`src/rtl/mem_arbiter.sv`:
```
// -----------------------------------------------------------------------------
// mem_arbiter
//   Memory-side responder for the pipeline's instruction (i_mem_*) and data
//   (d_mem_*) request ports. Both ports share one physical memory port (pmem_*).
//   Each completed transaction produces a one-cycle *_resp pulse, which the
//   hazard unit turns into its stall/load controls.
//
//   Arbitration: data wins a tie unless the instruction port has been passed
//   over STARVE_LIMIT times in a row. Every transaction is followed by one
//   TURN cycle so that the next arbitration sees fresh request addresses.
//
// Ports
//   clk, rst_n       clock, asynchronous active-low reset
//   i_mem_read       fetch request (level, held until i_mem_resp)
//   i_mem_address    fetch address
//   i_mem_rdata      fetch data, meaningful only while i_mem_resp=1
//   i_mem_resp       one-cycle fetch completion
//   d_mem_read       data read request (level, held until d_mem_resp)
//   d_mem_write      data write request (never together with d_mem_read)
//   d_mem_address    data address
//   d_mem_wdata      write data
//   d_mem_wmask      write byte enables
//   d_mem_rdata      read data, meaningful only while d_mem_resp=1
//   d_mem_resp       one-cycle data completion
//   pmem_read/write  physical strobes, held until pmem_resp
//   pmem_address     registered physical address
//   pmem_wdata       registered physical write data (0 for reads)
//   pmem_wmask       registered physical byte enables (0 for reads)
//   pmem_rdata       physical read data, valid with pmem_resp
//   pmem_resp        physical completion pulse
// -----------------------------------------------------------------------------
module mem_arbiter #(
   parameter int ADDR_WIDTH   = 16,
   parameter int DATA_WIDTH   = 16,
   parameter int STARVE_LIMIT = 4
) (
   input  logic                    clk,
   input  logic                    rst_n,
   input  logic                    i_mem_read,
   input  logic [ADDR_WIDTH-1:0]   i_mem_address,
   output logic [DATA_WIDTH-1:0]   i_mem_rdata,
   output logic                    i_mem_resp,
   input  logic                    d_mem_read,
   input  logic                    d_mem_write,
   input  logic [ADDR_WIDTH-1:0]   d_mem_address,
   input  logic [DATA_WIDTH-1:0]   d_mem_wdata,
   input  logic [DATA_WIDTH/8-1:0] d_mem_wmask,
   output logic [DATA_WIDTH-1:0]   d_mem_rdata,
   output logic                    d_mem_resp,
   output logic                    pmem_read,
   output logic                    pmem_write,
   output logic [ADDR_WIDTH-1:0]   pmem_address,
   output logic [DATA_WIDTH-1:0]   pmem_wdata,
   output logic [DATA_WIDTH/8-1:0] pmem_wmask,
   input  logic [DATA_WIDTH-1:0]   pmem_rdata,
   input  logic                    pmem_resp
);

   localparam int MW = DATA_WIDTH / 8;

   localparam logic [1:0] ST_IDLE   = 2'd0;
   localparam logic [1:0] ST_I_BUSY = 2'd1;
   localparam logic [1:0] ST_D_BUSY = 2'd2;
   localparam logic [1:0] ST_TURN   = 2'd3;

   localparam logic [3:0] STARVE_MAX = 4'(STARVE_LIMIT);

   logic [1:0]            state_r;
   logic [3:0]            starve_cnt_r;
   logic                  squash_r;
   logic                  pmem_read_r;
   logic                  pmem_write_r;
   logic [ADDR_WIDTH-1:0] pmem_address_r;
   logic [DATA_WIDTH-1:0] pmem_wdata_r;
   logic [MW-1:0]         pmem_wmask_r;

   logic                  i_req_s;
   logic                  d_req_s;
   logic                  grant_i_s;
   logic                  grant_d_s;
   logic                  owner_req_s;
   logic                  deliver_s;
   logic [3:0]            starve_inc_s;

   assign i_req_s      = i_mem_read;
   assign d_req_s      = d_mem_read | d_mem_write;
   assign starve_inc_s = (starve_cnt_r == 4'hF) ? starve_cnt_r : (starve_cnt_r + 4'd1);

   // Arbitration decision and "owner still wants it" view of the current state
   always_comb begin
      grant_i_s   = 1'b0;
      grant_d_s   = 1'b0;
      owner_req_s = 1'b1;
      case (state_r)
         ST_IDLE: begin
            if (i_req_s && (!d_req_s || (starve_cnt_r == STARVE_MAX))) begin
               grant_i_s = 1'b1;
            end else begin
               grant_i_s = 1'b0;
            end
            grant_d_s = d_req_s && !grant_i_s;
         end
         ST_I_BUSY: owner_req_s = i_req_s;
         ST_D_BUSY: owner_req_s = d_req_s;
         default:   owner_req_s = 1'b1;
      endcase
   end

   // A completion is delivered only if the owner never withdrew; a withdrawal
   // in the completion cycle itself counts as a redirect too.
   assign deliver_s   = pmem_resp && squash_r == 1'b0 && owner_req_s;
   assign i_mem_resp  = deliver_s && (state_r == ST_I_BUSY);
   assign d_mem_resp  = deliver_s && (state_r == ST_D_BUSY);
   assign i_mem_rdata = i_mem_resp ? pmem_rdata : {DATA_WIDTH{1'b0}};
   assign d_mem_rdata = d_mem_resp ? pmem_rdata : {DATA_WIDTH{1'b0}};

   assign pmem_read    = pmem_read_r;
   assign pmem_write   = pmem_write_r;
   assign pmem_address = pmem_address_r;
   assign pmem_wdata   = pmem_wdata_r;
   assign pmem_wmask   = pmem_wmask_r;

   // State, starvation counter, squash flag and registered pmem fields
   always_ff @(posedge clk or negedge rst_n) begin
      if (!rst_n) begin
         state_r        <= ST_IDLE;
         starve_cnt_r   <= 4'd0;
         squash_r       <= 1'b0;
         pmem_read_r    <= 1'b0;
         pmem_write_r   <= 1'b0;
         pmem_address_r <= {ADDR_WIDTH{1'b0}};
         pmem_wdata_r   <= {DATA_WIDTH{1'b0}};
         pmem_wmask_r   <= {MW{1'b0}};
      end else begin
         case (state_r)
            ST_IDLE: begin
               if (grant_i_s) begin
                  state_r        <= ST_I_BUSY;
                  starve_cnt_r   <= 4'd0;
                  pmem_read_r    <= 1'b1;
                  pmem_write_r   <= 1'b0;
                  pmem_address_r <= i_mem_address;
                  pmem_wdata_r   <= {DATA_WIDTH{1'b0}};
                  pmem_wmask_r   <= {MW{1'b0}};
               end else if (grant_d_s) begin
                  state_r        <= ST_D_BUSY;
                  // Only a D grant that overtakes a waiting fetch counts.
                  starve_cnt_r   <= i_req_s ? starve_inc_s : 4'd0;
                  // An illegal read+write request is treated as a write.
                  pmem_read_r    <= ~d_mem_write;
                  pmem_write_r   <= d_mem_write;
                  pmem_address_r <= d_mem_address;
                  pmem_wdata_r   <= d_mem_write ? d_mem_wdata : {DATA_WIDTH{1'b0}};
                  pmem_wmask_r   <= d_mem_write ? d_mem_wmask : {MW{1'b0}};
               end else begin
                  state_r <= ST_IDLE;
               end
            end
            ST_I_BUSY, ST_D_BUSY: begin
               if (pmem_resp) begin
                  state_r      <= ST_TURN;
                  squash_r     <= 1'b0;
                  pmem_read_r  <= 1'b0;
                  pmem_write_r <= 1'b0;
               end else if (!owner_req_s) begin
                  squash_r <= 1'b1;
               end else begin
                  squash_r <= squash_r;
               end
            end
            ST_TURN: begin
               state_r  <= ST_IDLE;
               squash_r <= 1'b0;
            end
            default: begin
               state_r      <= ST_IDLE;
               squash_r     <= 1'b0;
               pmem_read_r  <= 1'b0;
               pmem_write_r <= 1'b0;
            end
         endcase
      end
   end

   mem_arbiter_checker u_checker (
      .clk         (clk),
      .rst_n       (rst_n),
      .d_mem_read  (d_mem_read),
      .d_mem_write (d_mem_write)
   );

endmodule

// -----------------------------------------------------------------------------
// mem_arbiter_checker
//   Flags the illegal simultaneous data read and write request.
// Ports
//   clk, rst_n                clock and reset of the arbiter
//   d_mem_read, d_mem_write   data request strobes
// -----------------------------------------------------------------------------
module mem_arbiter_checker (
   input logic clk,
   input logic rst_n,
   input logic d_mem_read,
   input logic d_mem_write
);

   a_d_rw_exclusive: assert property (@(posedge clk) disable iff (!rst_n)
      !(d_mem_read && d_mem_write));

endmodule

```
`config.mk`:
```
export PLATFORM = sky130hd
export DESIGN_NAME = mem_arbiter
export DESIGN_NICKNAME = d
export VERILOG_FILES = /design/src/rtl/mem_arbiter.sv
export SDC_FILE = /design/constraint.sdc
export NUM_CORES = 1
export LEC_CHECK = 0
export BUFFER_PORTS_ARGS = -buffer_cell sky130_fd_sc_hd__buf_4
export CAP_MARGIN = 20
export CELL_PAD_IN_SITES_DETAIL_PLACEMENT = 1
export CELL_PAD_IN_SITES_GLOBAL_PLACEMENT = 1
export CORE_ASPECT_RATIO = 0.5
export CORE_MARGIN = 5
export CORE_UTILIZATION = 34
export CTS_BUF_LIST = sky130_fd_sc_hd__clkbuf_16
export CTS_CLUSTER_SIZE = 8
export DETAILED_ROUTE_END_ITERATION = 6
export MAX_ROUTING_LAYER = met4
export PLACE_DENSITY = 0.95
export SLEW_MARGIN = 20
export SYNTH_ARGS = -nofsm -noshare
export SYNTH_HDL_FRONTEND = slang
export SYNTH_SLANG_ARGS = --single-unit
```
`constraint.sdc`:
```
create_clock -name clk -period 5.24 [get_ports clk]
set_input_delay 0.524 -clock clk [delete_from_list [all_inputs] [get_ports clk]]
set_output_delay 0.524 -clock clk [all_outputs]
set_load 0.01 [all_outputs]
```
==> results_tabular.tex <==
\begin{tabular}{lr}
\hline
Metric & Value \\
\hline
\multicolumn{2}{l}{\textbf{Power}} \\
\quad PwrDens & 525 mW/mm\^{}2 \\
\quad Internal power & 1.09 mW \\
\quad Switching power & 0.783 mW \\
\quad Portion of total power attributed to the clock network & 16.2\% \\
\quad Worst supply voltage drop on vdd & 0.000159 V \\
\quad Switching portion of total power & 41.7\% \\
\quad Gate power share & 52.1\% \\
\quad Share of power burned in registers & 31.8\% \\
\quad Reported leakage power & 1.87 nW \\
\multicolumn{2}{l}{\textbf{Timing}} \\
\quad Setup Total Neg Slack & 0 ns \\
\quad Fin. Hold Viols & 0 \\
\quad Final worst path period need & 3.43 ns \\
\quad RSZ-0062 raised after global routing & no \\
\quad Total setup violations reported at the end of the flow & 0 \\
\quad Worst Tran Pin Value & 1.01 ns \\
\quad Worst slew margin relative to its limit & 32.8\% \\
\quad Maximum operating frequency & 292 MHz \\
\quad Period utilisation layout & 65.5\% \\
\quad Setup Skew & 0.00601 ns \\
\quad Total count of max-transition violations in the final report & 0 \\
\multicolumn{2}{l}{\textbf{Setup path}} \\
\quad Worst Setup Start Kind & flip-flop \\
\quad Type of the worst setup path & flip-flop to output port \\
\quad Worst EP arrival & 2.91 ns \\
\quad CP Data Required Time & 4.72 ns \\
\quad Crit path capture type & output port \\
\quad Crit Path Max Fanout & 34 \\
\multicolumn{2}{l}{\textbf{Status}} \\
\quad Result of the run & complete, no violations \\
\multicolumn{2}{l}{\textbf{Die}} \\
\quad Top-level port count & 142 \\
\quad Die outline width & 129 um \\
\quad Die Ht & 69.7 um \\
\quad Std-Cell Core Area & 0.00681 mm\^{}2 \\
\quad Initial Utilization & 35.6\% \\
\quad Area of the die & 0.00902 mm\^{}2 \\
\quad Number of placement rows & 21 \\
\multicolumn{2}{l}{\textbf{Logic synthesis}} \\
\quad Area share of the leading cell type in the synthesized netlist & 44.4\% \\
\quad Portion of the post-synthesis area used by sequential elements & 44.4\% \\
\quad Synthesized netlist net count & 321 \\
\quad Mean instance size in the synthesized netlist & 9.97 um\^{}2 \\
\quad Biggest area consumer among synthesized cells & sky130\_fd\_sc\_hd\_\_dfrtp\_1 \\
\quad Largest cells by area after synthesis & sky130\_fd\_sc\_hd\_\_dfrtp\_1 (44\%), sky130\_fd\_sc\_hd\_\_and3\_1 (7.5\%), sky130\_fd\_sc\_hd\_\_a22o\_1 (6.9\%), sky130\_fd\_sc\_hd\_\_a31oi\_1 (4.4\%), sky130\_fd\_sc\_hd\_\_nand3\_1 (3.7\%) \\
\quad Count of yosys warnings during synthesis & 0 \\
\quad Flip-flop and latch count after synthesis & 43 \\
\quad Synth unique cells & 41 \\
\quad Netlist area before placement & 0.00242 mm\^{}2 \\
\quad Mapped Cells & 243 \\
\multicolumn{2}{l}{\textbf{Layout}} \\
\quad Share of layout cells above drive strength 1 & 43.6\% \\
\quad Synthesis-to-layout area growth & 47.6\% \\
\quad Total inserted antenna cells & 0 \\
\quad Number of cells in the finished layout apart from fillers & 461 \\
\quad Number of filler instances in the final layout & 772 \\
\quad Number of nets in the final layout & 446 \\
\multicolumn{2}{l}{\textbf{Clocking}} \\
\quad Clock Tree Root & sky130\_fd\_sc\_hd\_\_clkbuf\_16 \\
\quad Buffers from clock root to sink, at most & 2 \\
\quad Clock latency of the later-clocked register in the worst-skew pair & 0.29 ns \\
\quad TritonCTS clock tree & built \\
\quad Cts-stage hold buffer count & 0 \\
\quad Post CTS Setup Buffer Count & 0 \\
\quad Number of buffers created by CTS & 5 \\
\quad Number of H-tree levels & 2 \\
\quad Resize count post-CTS & 0 \\
\quad CTS clock-pin slew for the worst setup and hold paths & 0.06 ns \\
\quad Clock sink count & 43 \\
\multicolumn{2}{l}{\textbf{Detailed routing}} \\
\quad DRT Wirelength & 9.86 mm \\
\quad Average wire per standard cell & 21.4 um \\
\quad Antenna Violating Nets Remaining & 0 \\
\quad Number of DRC violations after detailed routing & 0 \\
\quad Via count & 2527 \\
\quad Count of TritonRoute iterations in the first routing pass & 4 \\
\quad Vias per cell & 5.48 \\
\quad Count of routing violations after the opening detailed-route iteration & 264 \\
\multicolumn{2}{l}{\textbf{Placed design}} \\
\quad Placed Cells incl. Taps & 453 \\
\quad Count of input and output buffers & 141 \\
\quad HPWL reported at the end of detailed placement & 7.10 mm \\
\quad Final weighted congestion in routability-driven placement & 0.844 \\
\multicolumn{2}{l}{\textbf{Global routing}} \\
\quad Wire length of the first global-routing pass & 15.4 mm \\
\quad Number of antenna violations at the first check in global routing & 0 \\
\quad Via count of the first global-routing pass & 2857 \\
\quad Global Route Usage Sum & 22.3\% \\
\quad Congestion Overflow GR & 0 \\
\quad Maximum number of pins on one net before global-route repair & 44 \\
\multicolumn{2}{l}{\textbf{Job}} \\
\quad Count of maximum capacitance violations & 0 \\
\multicolumn{2}{l}{\textbf{Worst hold path}} \\
\quad Class of the tightest hold or removal check & input port to async pin \\
\hline
\end{tabular}
[through the flow]
| stage | power [mW] | cell area, um^2 | hold slack (ns) | util (%) | setup WS (ns) |
|---|---|---|---|---|---|
| after floorplan | 1.15 | 2420 | 0.228 | - | 3.14 |
| after global placement | 1.48 | 3430 | 0.489 | 50.5 | 2.51 |
| after detailed placement | 1.56 | 3430 | 0.497 | 50.5 | 2.28 |
| after CTS | 1.88 | 3570 | 0.251 | 52.5 | 1.90 |
| after global routing | 1.99 | 3580 | 0.282 | 52.5 | 1.64 |
| final | 1.88 | 3580 | 0.222 | 52.5 | 1.81 |
[sequential cells by signal, summed over array words and instances (netlist names)]
name and count:
pmem_address 16, pmem_wmask 2, pmem_write 1, state_r 2
squash_r 1, pmem_read 1, pmem_wdata 16, starve_cnt_r 4
[cell families after synthesis]
logic type,after synthesis,synth area share [%]
AND/OR/NAND/NOR,91,22.6
multiplexers,1,0.465
buffers and inverters,32,8.11
adder cells (fa/ha/maj),6,3.10
flip-flops,43,44.4
AO/OA/AOI/OAI,70,21.3
[final timing paths]
check	start	end	slack, ns	cells after the start
min in group clk	d_mem_wdata[6]	pmem_wdata[6]	0.45	2
max in group asynchronous	rst_n	state_r[1]	4.63	1
hold reg to reg	pmem_wmask[1]	pmem_wmask[1]	0.51	1
setup / recovery	state_r[0]	d_mem_rdata[4]	1.81	6
setup reg to reg	state_r[0]	pmem_read	3.04	5
hold / removal	rst_n	pmem_write	0.22	1
[area by class of cell]
type                    count  area (um^2)  share of cell area (%)
multi-input cells         168         1150                    32.2
flip-flops and latches     43         1080                    30.1
repair buffers            141         1060                    29.6
well taps                  92          115                    3.22
inverters                   9         33.8                   0.945
clock buffers               5          125                    3.50
clock inverters             3         16.3                   0.455
[synth_stat cells (all sizes together)]
cell type and instances:
a21oi 4, a22o 19, a311oi 1, a31oi 17
a32o 1, a41oi 1, and2 2, and3 34
and4b 3, buf 17, clkbuf 6, dfrtp 43
ha 6, inv 9, mux2 1, nand2 3
nand2b 1, nand3 18, nand3b 1, nand4 3
nand4b 3, nor2 18, nor2b 1, nor3 1
nor3b 2, o211ai 3, o21a 1, o21ai 20
o31a 1, o31ai 2, or3b 1
[power groups by stage]
stage	logic (mW)	clock network, mW	registers (mW)
after CTS	0.980	0.306	0.595
final	0.977	0.303	0.596
after global routing	1.06	0.324	0.613
after global placement	0.899	0	0.580
after detailed placement	0.966	0	0.592
after floorplan	0.535	0	0.618
[routing by layer]
layer  wire (um)  part of all wire [%]  GRT usage, %
met4         520                   5.3          11.5
met3         375                   3.8          4.31
met5           0                     0             -
met2        5360                    54          39.7
met1        3600                    37          23.2
[worst max-delay path, cell delays in order, from the launching register on]
cell and delay [ns]:
sky130_fd_sc_hd__dfrtp_1 0.43, sky130_fd_sc_hd__inv_1 0.12, sky130_fd_sc_hd__ha_1 0.51, sky130_fd_sc_hd__o21ai_2 0.19, sky130_fd_sc_hd__a311oi_4 0.90, sky130_fd_sc_hd__and3_1 0.31
sky130_fd_sc_hd__buf_4 0.15
[cells in the final DEF, fill, tap and decap left out, drive strengths merged]
cell type / count
ha: 6
nor3: 1
o31a: 1
o31ai: 2
nor3b: 2
a41oi: 1
a311oi: 1
clkbuf: 5
and2: 2
clkinv: 1
o21ai: 20
nand4b: 3
and3: 34
a32o: 1
a31oi: 17
clkinvlp: 1
or3b: 1
nor2: 18
and4b: 3
inv: 10
dfrtp: 43
a22o: 19
nand2b: 1
a21oi: 4
buf: 141
nand2: 3
nand3b: 1
nor2b: 1
nand4: 3
mux2: 1
nand3: 18
o211ai: 3
o21a: 1
Power figures use the tool's default switching activity.
